<file path="config.mk">
export PLATFORM = sky130hd
export DESIGN_NAME = fmult_accum_flat
export DESIGN_NICKNAME = d
export VERILOG_FILES = /design/src/rtl/fmult_accum_pkg.sv /design/src/rtl/fmult_accum_if.sv /design/src/rtl/fmult_accum_fmult.sv /design/src/rtl/fmult_accum.sv /design/src/flat_wrapper.sv
export SDC_FILE = /design/constraint.sdc
export NUM_CORES = 1
export LEC_CHECK = 0
export CORE_MARGIN = 3
export CORE_UTILIZATION = 29
export DETAILED_ROUTE_END_ITERATION = 10
export PLACE_DENSITY = 0.5
export SYNTH_ARGS = -nofsm -noshare
export SYNTH_HDL_FRONTEND = slang
export SYNTH_HIERARCHICAL = 1
export SYNTH_SLANG_ARGS = --single-unit
export TNS_END_PERCENT = 30
</file>
<file path="constraint.sdc">
create_clock -name clk -period 28 [get_ports clk]
set_input_delay 7 -clock clk [delete_from_list [all_inputs] [get_ports clk]]
set_output_delay 7 -clock clk [all_outputs]
set_load 0.03 [all_outputs]
</file>
<file path="src/rtl/fmult_accum_pkg.sv">
// fmult_accum_pkg: shared widths, operand/FSM types and FMULT constants for the G.726 predictor estimate.
package fmult_accum_pkg;
   localparam int COEF_W = 16;
   localparam int FLT_W = 11;
   localparam int EST_W = 15;
   localparam int NTERMS = 8;
   localparam int MANT_RND = 48;
   localparam int EXP_BIAS = 26;
   localparam logic [12:0] CMAG_MASK = 13'd8191;
   localparam logic [14:0] WMAG_MASK = 15'd32767;
   typedef struct packed {
      logic sign;
      logic [3:0] exp;
      logic [5:0] mant;
   } flt_t;
   typedef enum logic {S_IDLE, S_RUN} state_t;
endpackage

</file>
<file path="src/rtl/fmult_accum_if.sv">
// fmult_accum_if: operand, control and estimate signals between the predictor update and fmult_accum.
interface fmult_accum_if;
   import fmult_accum_pkg::*;
   logic start;
   logic [COEF_W-1:0] b1, b2, b3, b4, b5, b6, a1, a2;
   logic [FLT_W-1:0] dq1, dq2, dq3, dq4, dq5, dq6, sr1, sr2;
   logic busy;
   logic done;
   logic [EST_W-1:0] sez;
   logic [EST_W-1:0] se;
   modport master (
      output start, b1, b2, b3, b4, b5, b6, a1, a2,
      output dq1, dq2, dq3, dq4, dq5, dq6, sr1, sr2,
      input busy, done, sez, se
   );
   modport slave (
      input start, b1, b2, b3, b4, b5, b6, a1, a2,
      input dq1, dq2, dq3, dq4, dq5, dq6, sr1, sr2,
      output busy, done, sez, se
   );
endinterface

</file>
<file path="src/rtl/fmult_accum_fmult.sv">
// fmult: combinational G.726 FMULT of a 16-bit two's-complement coefficient and an 11-bit float operand.
module fmult
   import fmult_accum_pkg::*;
(
   input  logic [COEF_W-1:0] coef,
   input  flt_t              flt,
   output logic [COEF_W-1:0] w
);
   logic cs;
   logic [13:0] c_shr;
   logic [12:0] cmag;
   logic [3:0] cexp;
   logic [5:0] cmant;
   logic [4:0] wexp;
   logic [7:0] wmant;
   logic [16:0] wbase;
   logic [14:0] wmag;
   assign cs = coef[COEF_W-1];
   assign c_shr = coef[COEF_W-1:2];
   // Negative coefficients take magnitude modulo 2^13, so 0x8000..0x8003 collapse to zero.
   assign cmag = cs ? 13'(14'd0 - c_shr) & CMAG_MASK : c_shr[12:0];
   always_comb begin
      cexp = '0;
      for (int i = 0; i < 13; i++) cexp = cmag[i] ? 4'(i + 1) : cexp;
   end
   assign cmant = (cmag == '0) ? 6'd32 : 6'({cmag, 6'b0} >> cexp);
   assign wexp = {1'b0, flt.exp} + {1'b0, cexp};
   assign wmant = 8'(({6'b0, flt.mant} * {6'b0, cmant} + 12'(MANT_RND)) >> 4);
   assign wbase = {2'b0, wmant, 7'b0};
   assign wmag = 15'(wexp > 5'(EXP_BIAS) ? wbase << (wexp - 5'(EXP_BIAS))
                                         : wbase >> (5'(EXP_BIAS) - wexp)) & WMAG_MASK;
   assign w = (flt.sign ^ cs) ? 16'd0 - {1'b0, wmag} : {1'b0, wmag};
endmodule

</file>
<file path="src/rtl/fmult_accum.sv">
// fmult_accum: G.726 SEZ/SE estimate; one FMULT time-multiplexed over eight cycles,
// or eight FMULTs with an adder tree when FMULT_ACCUM_PARALLEL_EN is defined.
module fmult_accum
   import fmult_accum_pkg::*;
(
   input  logic clk,
   input  logic reset,
   input  logic scan_in0,
   input  logic scan_en,
   output logic scan_out0,
   fmult_accum_if.slave bus
);
   logic [COEF_W-1:0] coef_d [NTERMS];
   logic [COEF_W-1:0] coef_q [NTERMS];
   flt_t flt_d [NTERMS];
   flt_t flt_q [NTERMS];
   logic accept;
   logic done;
   logic [EST_W-1:0] sez;
   logic [EST_W-1:0] se;
   logic scan_unused;
   assign scan_unused = scan_in0 ^ scan_en;
   assign scan_out0 = 1'b0;
   assign coef_d = '{bus.b1, bus.b2, bus.b3, bus.b4, bus.b5, bus.b6, bus.a1, bus.a2};
   assign flt_d = '{flt_t'(bus.dq1), flt_t'(bus.dq2), flt_t'(bus.dq3), flt_t'(bus.dq4),
                    flt_t'(bus.dq5), flt_t'(bus.dq6), flt_t'(bus.sr1), flt_t'(bus.sr2)};
   always_ff @(posedge clk or negedge reset) begin
      if (!reset) begin
         for (int i = 0; i < NTERMS; i++) begin
            coef_q[i] <= '0;
            flt_q[i] <= '0;
         end
      end else if (accept) begin
         for (int i = 0; i < NTERMS; i++) begin
            coef_q[i] <= coef_d[i];
            flt_q[i] <= flt_d[i];
         end
      end
   end
`ifdef FMULT_ACCUM_PARALLEL_EN
   logic [COEF_W-1:0] w [NTERMS];
   logic [COEF_W-1:0] sezi;
   logic [COEF_W-1:0] sei;
   logic vld;
   for (genvar g = 0; g < NTERMS; g++) begin : g_fmult
      fmult u_fmult (.coef(coef_q[g]), .flt(flt_q[g]), .w(w[g]));
   end
   assign sezi = (w[0] + w[1]) + (w[2] + w[3]) + (w[4] + w[5]);
   assign sei = sezi + (w[6] + w[7]);
   assign accept = bus.start;
   always_ff @(posedge clk or negedge reset) begin
      if (!reset) begin
         vld <= 1'b0;
         done <= 1'b0;
         sez <= '0;
         se <= '0;
      end else begin
         vld <= bus.start;
         done <= vld;
         if (vld) begin
            sez <= sezi[COEF_W-1:1];
            se <= sei[COEF_W-1:1];
         end
      end
   end
   assign bus.busy = 1'b0;
`else
   state_t state, state_nxt;
   logic [2:0] cnt;
   logic [COEF_W-1:0] acc;
   logic [COEF_W-1:0] acc_nxt;
   logic [COEF_W-1:0] w;
   fmult u_fmult (.coef(coef_q[cnt]), .flt(flt_q[cnt]), .w(w));
   assign acc_nxt = acc + w;
   assign accept = bus.start && state == S_IDLE;
   always_ff @(posedge clk or negedge reset) begin
      if (!reset) state <= S_IDLE;
      else state <= state_nxt;
   end
   always_comb begin
      state_nxt = state;
      state_nxt = (state == S_IDLE) ? (bus.start ? S_RUN : S_IDLE)
                                    : ((cnt == 3'd7) ? S_IDLE : S_RUN);
   end
   // Term order follows cnt: WB1..WB6 then WA1, WA2; SEZ is tapped after the sixth.
   always_ff @(posedge clk or negedge reset) begin
      if (!reset) begin
         cnt <= '0;
         acc <= '0;
         done <= 1'b0;
         sez <= '0;
         se <= '0;
      end else begin
         done <= 1'b0;
         if (state == S_IDLE) begin
            if (bus.start) begin
               cnt <= '0;
               acc <= '0;
            end
         end else begin
            acc <= acc_nxt;
            cnt <= cnt + 3'd1;
            if (cnt == 3'd5) sez <= acc_nxt[COEF_W-1:1];
            if (cnt == 3'd7) begin
               se <= acc_nxt[COEF_W-1:1];
               done <= 1'b1;
            end
         end
      end
   end
   assign bus.busy = (state == S_RUN);
`endif
   assign bus.done = done;
   assign bus.sez = sez;
   assign bus.se = se;
endmodule

</file>
<file path="src/flat_wrapper.sv">
// flat-port wrapper written by rule: the top's interface ports become plain ports
module fmult_accum_flat import fmult_accum_pkg::*;
  (clk, reset, scan_in0, scan_en, scan_out0, bus_start, bus_b1, bus_b2, bus_b3, bus_b4, bus_b5, bus_b6, bus_a1, bus_a2, bus_dq1, bus_dq2, bus_dq3, bus_dq4, bus_dq5, bus_dq6, bus_sr1, bus_sr2, bus_busy, bus_done, bus_sez, bus_se);
  fmult_accum_if bus_i ();
  input  logic clk;
  input  logic reset;
  input  logic scan_in0;
  input  logic scan_en;
  output logic scan_out0;
  input wire logic [$bits(bus_i.start)-1:0] bus_start;
  input wire logic [$bits(bus_i.b1)-1:0] bus_b1;
  input wire logic [$bits(bus_i.b2)-1:0] bus_b2;
  input wire logic [$bits(bus_i.b3)-1:0] bus_b3;
  input wire logic [$bits(bus_i.b4)-1:0] bus_b4;
  input wire logic [$bits(bus_i.b5)-1:0] bus_b5;
  input wire logic [$bits(bus_i.b6)-1:0] bus_b6;
  input wire logic [$bits(bus_i.a1)-1:0] bus_a1;
  input wire logic [$bits(bus_i.a2)-1:0] bus_a2;
  input wire logic [$bits(bus_i.dq1)-1:0] bus_dq1;
  input wire logic [$bits(bus_i.dq2)-1:0] bus_dq2;
  input wire logic [$bits(bus_i.dq3)-1:0] bus_dq3;
  input wire logic [$bits(bus_i.dq4)-1:0] bus_dq4;
  input wire logic [$bits(bus_i.dq5)-1:0] bus_dq5;
  input wire logic [$bits(bus_i.dq6)-1:0] bus_dq6;
  input wire logic [$bits(bus_i.sr1)-1:0] bus_sr1;
  input wire logic [$bits(bus_i.sr2)-1:0] bus_sr2;
  output wire logic [$bits(bus_i.busy)-1:0] bus_busy;
  output wire logic [$bits(bus_i.done)-1:0] bus_done;
  output wire logic [$bits(bus_i.sez)-1:0] bus_sez;
  output wire logic [$bits(bus_i.se)-1:0] bus_se;
  assign bus_i.start = bus_start;
  assign bus_i.b1 = bus_b1;
  assign bus_i.b2 = bus_b2;
  assign bus_i.b3 = bus_b3;
  assign bus_i.b4 = bus_b4;
  assign bus_i.b5 = bus_b5;
  assign bus_i.b6 = bus_b6;
  assign bus_i.a1 = bus_a1;
  assign bus_i.a2 = bus_a2;
  assign bus_i.dq1 = bus_dq1;
  assign bus_i.dq2 = bus_dq2;
  assign bus_i.dq3 = bus_dq3;
  assign bus_i.dq4 = bus_dq4;
  assign bus_i.dq5 = bus_dq5;
  assign bus_i.dq6 = bus_dq6;
  assign bus_i.sr1 = bus_sr1;
  assign bus_i.sr2 = bus_sr2;
  assign bus_busy = bus_i.busy;
  assign bus_done = bus_i.done;
  assign bus_sez = bus_i.sez;
  assign bus_se = bus_i.se;
  fmult_accum u_core (.clk(clk), .reset(reset), .scan_in0(scan_in0), .scan_en(scan_en), .scan_out0(scan_out0), .bus(bus_i));
endmodule
</file>
==> results.py <==
metrics = {
    "sta": {
        "worst_pin_slew_ps": 1120,
        "fin_skew_ps": 15.3,
        "period_needed_ps": 12930,
        "rsz0062_at_grt": "no",
        "fmax_mhz": 77.3,
        "slew_viol_final": 0,
        "post-route-period-util_pct": 46.2,
        "setup_viol": 0,
        "timing.hold.ws_ps": 478,
        "fin_setup_tns_ps": 0,
        "maxSlewHeadroom_pct": 25.4,
        "finalHoldViolCount": 0,
        "setup_slack_ps": 15070,
    },
    "worst_setup_path": {
        "crit_slowest_cell": "dfrtp_4",
        "regToRegEndpoint": "u_core/acc[15]",
        "max_stage_delay_ps": 700,
        "r2r_cells": 40,
        "reg2reg_from": "u_core/cnt[0]",
        "cp-end-kind": "flop",
        "path_common_cell": "a21oi_1",
        "start_kind": "flop",
        "critPathKind": "reg2reg",
        "required_ps": 28480,
        "worstPathArrival_ps": 13410,
        "critPathMaxFanout": 34,
        "r2r_slack_ps": 15070,
    },
    "routing": {
        "vias": 11100,
        "postRouteAntennaNets": 0,
        "drt_drc_violations_left": 0,
        "dr.pass1.iters": 7,
        "wl_per_cell_um": 18.5,
        "drt-initial-drc-count": 593,
        "wl_mm": 41.2,
        "vias_per_cell": 4.99,
    },
    "global_routing": {
        "antenna_found_initial": 3,
        "grt_usage_pct": 14.6,
        "grt_first_pass_wirelength_mm": 65.9,
        "overflow": 0,
        "grt_pass1_vias": 11500,
        "grt_start_max_net_pins": 175,
    },
    "logic_synthesis": {
        "postSynthAreaPerCell_um2": 11.7,
        "syn-num-nets": 1605,
        "syn_area_um2": 15300,
        "yosys_warnings": 6,
        "syn_inst": 1313,
    },
    "placement": {
        "portBuffers": 234,
        "gp_congestion": 0.828,
        "hpwl_mm": 30.2,
        "dp_cells": 2165,
        "place_ws_ps": 14980,
    },
    "final_layout": {
        "drive_gt1_share_pct": 25.3,
        "finalNetCount": 1810,
        "n_antenna_cell": 0,
        "stdcell_count": 2223,
        "area_growth_syn_to_layout_pct": 26.0,
    },
    "floorplanning": {
        "row_count": 83,
        "core_area_um2": 51800,
        "initial_core_util_pct": 29.6,
        "dieWidth_um": 236,
        "die_y_um": 236,
        "num_io_pins": 254,
        "design.die.area_um2": 55700,
    },
    "flow_run": {
        "cap_violations": 0,
    },
    "hold_path": {
        "hold-path-cell-count": 2,
        "hp-start": "u_core/bus.se[11]",
        "hold_end": "u_core/bus.se[11]",
        "hold_path_class": "reg2reg",
    },
    "clock_network": {
        "cts_sinks": 251,
        "postCtsSetupRepairBufs": 0,
        "cts_tree": "done",
        "ctsRootBufferMaster": "clkbuf_16",
        "hold_buffers": 0,
        "clock_latency_ps": 590,
        "post_cts_resize_count": 0,
        "htreeDepth": 1,
        "cts_buffers": 31,
        "clkTransAtPathRegs_ps": 60,
        "clk_path_buf_depth": 3,
    },
    "run_status": {
        "status": "completed",
    },
}
==> placed cells by master, fill, tap and decap left out, types with 7 or more instances in the layout <==
cell type	instances
a211oi_1	10
a21o_1	9
a21oi_1	43
a31o_2	7
a31oi_1	11
and2_1	22
and3_1	10
clkbuf_1	7
clkbuf_16	31
clkbuf_8	10
clkdlybuf4s50_1	233
dfrtp_1	248
fa_1	20
ha_1	51
inv_1	52
mux2_2	232
mux4_2	51
nand2_1	91
nand2b_1	14
nand3_1	20
nor2_1	55
nor2b_1	7
nor3_1	12
o211ai_1	10
o21ai_0	66
o31ai_1	8
xnor2_1	30
xor2_1	20
==> final cells by class <==
type / instances / area [um2]
Timing Repair Buffer: 241 / 2410
Fill cell: 5091 / 32500
Sequential cell: 251 / 6290
Multi-Input combinational cell: 939 / 8520
Clock buffer: 48 / 940
Inverter: 54 / 203
Tap cell: 680 / 851
Clock inverter: 10 / 105
==> how the worst max path moves through the flow <==
stage,from,to,cells past startpoint
3_5_place_dp,u_core/cnt[0],u_core/acc[15],40
5_1_grt,u_core/cnt[0],u_core/acc[15],40
3_3_place_gp,u_core/cnt[0],u_core/acc[15],39
2_1_floorplan,u_core/cnt[0],u_core/acc[15],40
6_report,u_core/cnt[0],u_core/acc[15],40
4_1_cts,u_core/cnt[0],u_core/acc[15],40
==> state kept, by name (all words and copies together), names as in the netlist <==
register and cells:
u_core/acc 16, u_core/bus.busy 1, u_core/bus.done 1, u_core/bus.se 15, u_core/bus.sez 15, u_core/cnt 3, u_core/coef_q 112, u_core/flt_q 88
==> critical path, delay by kind of cell (launching register included) <==
family	cells	cell delay (ps)
simple gates	7	1930
flops	1	700
mux	2	980
buf+inv	5	1020
xor+xnor	2	820
fa+ha+maj	8	3260
compound gates	16	4050
==> per-layer routing <==
layer  part of all wire [%]  global-route usage [%]  up-vias
li1                       -                       -     5256
met1                     43                    18.6     5521
met2                     48                    24.8      239
met3                    5.9                    3.60       66
met4                    2.7                    3.83        6
met5                  0.053                       0        -
==> through the flow <==
| step | utilization (%) | cell area [um2] |
|---|---|---|
| global placement | 35.3 | 18300 |
| finish | 37.3 | 19300 |
| CTS | 37.3 | 19300 |
| detailed placement | 35.3 | 18300 |
| global route | 37.3 | 19300 |
| floorplan | - | 15300 |
Power is left out: the tool's default activity adds up to more than one toggle a clock period on the data nets, which glitch-free logic cannot reach.
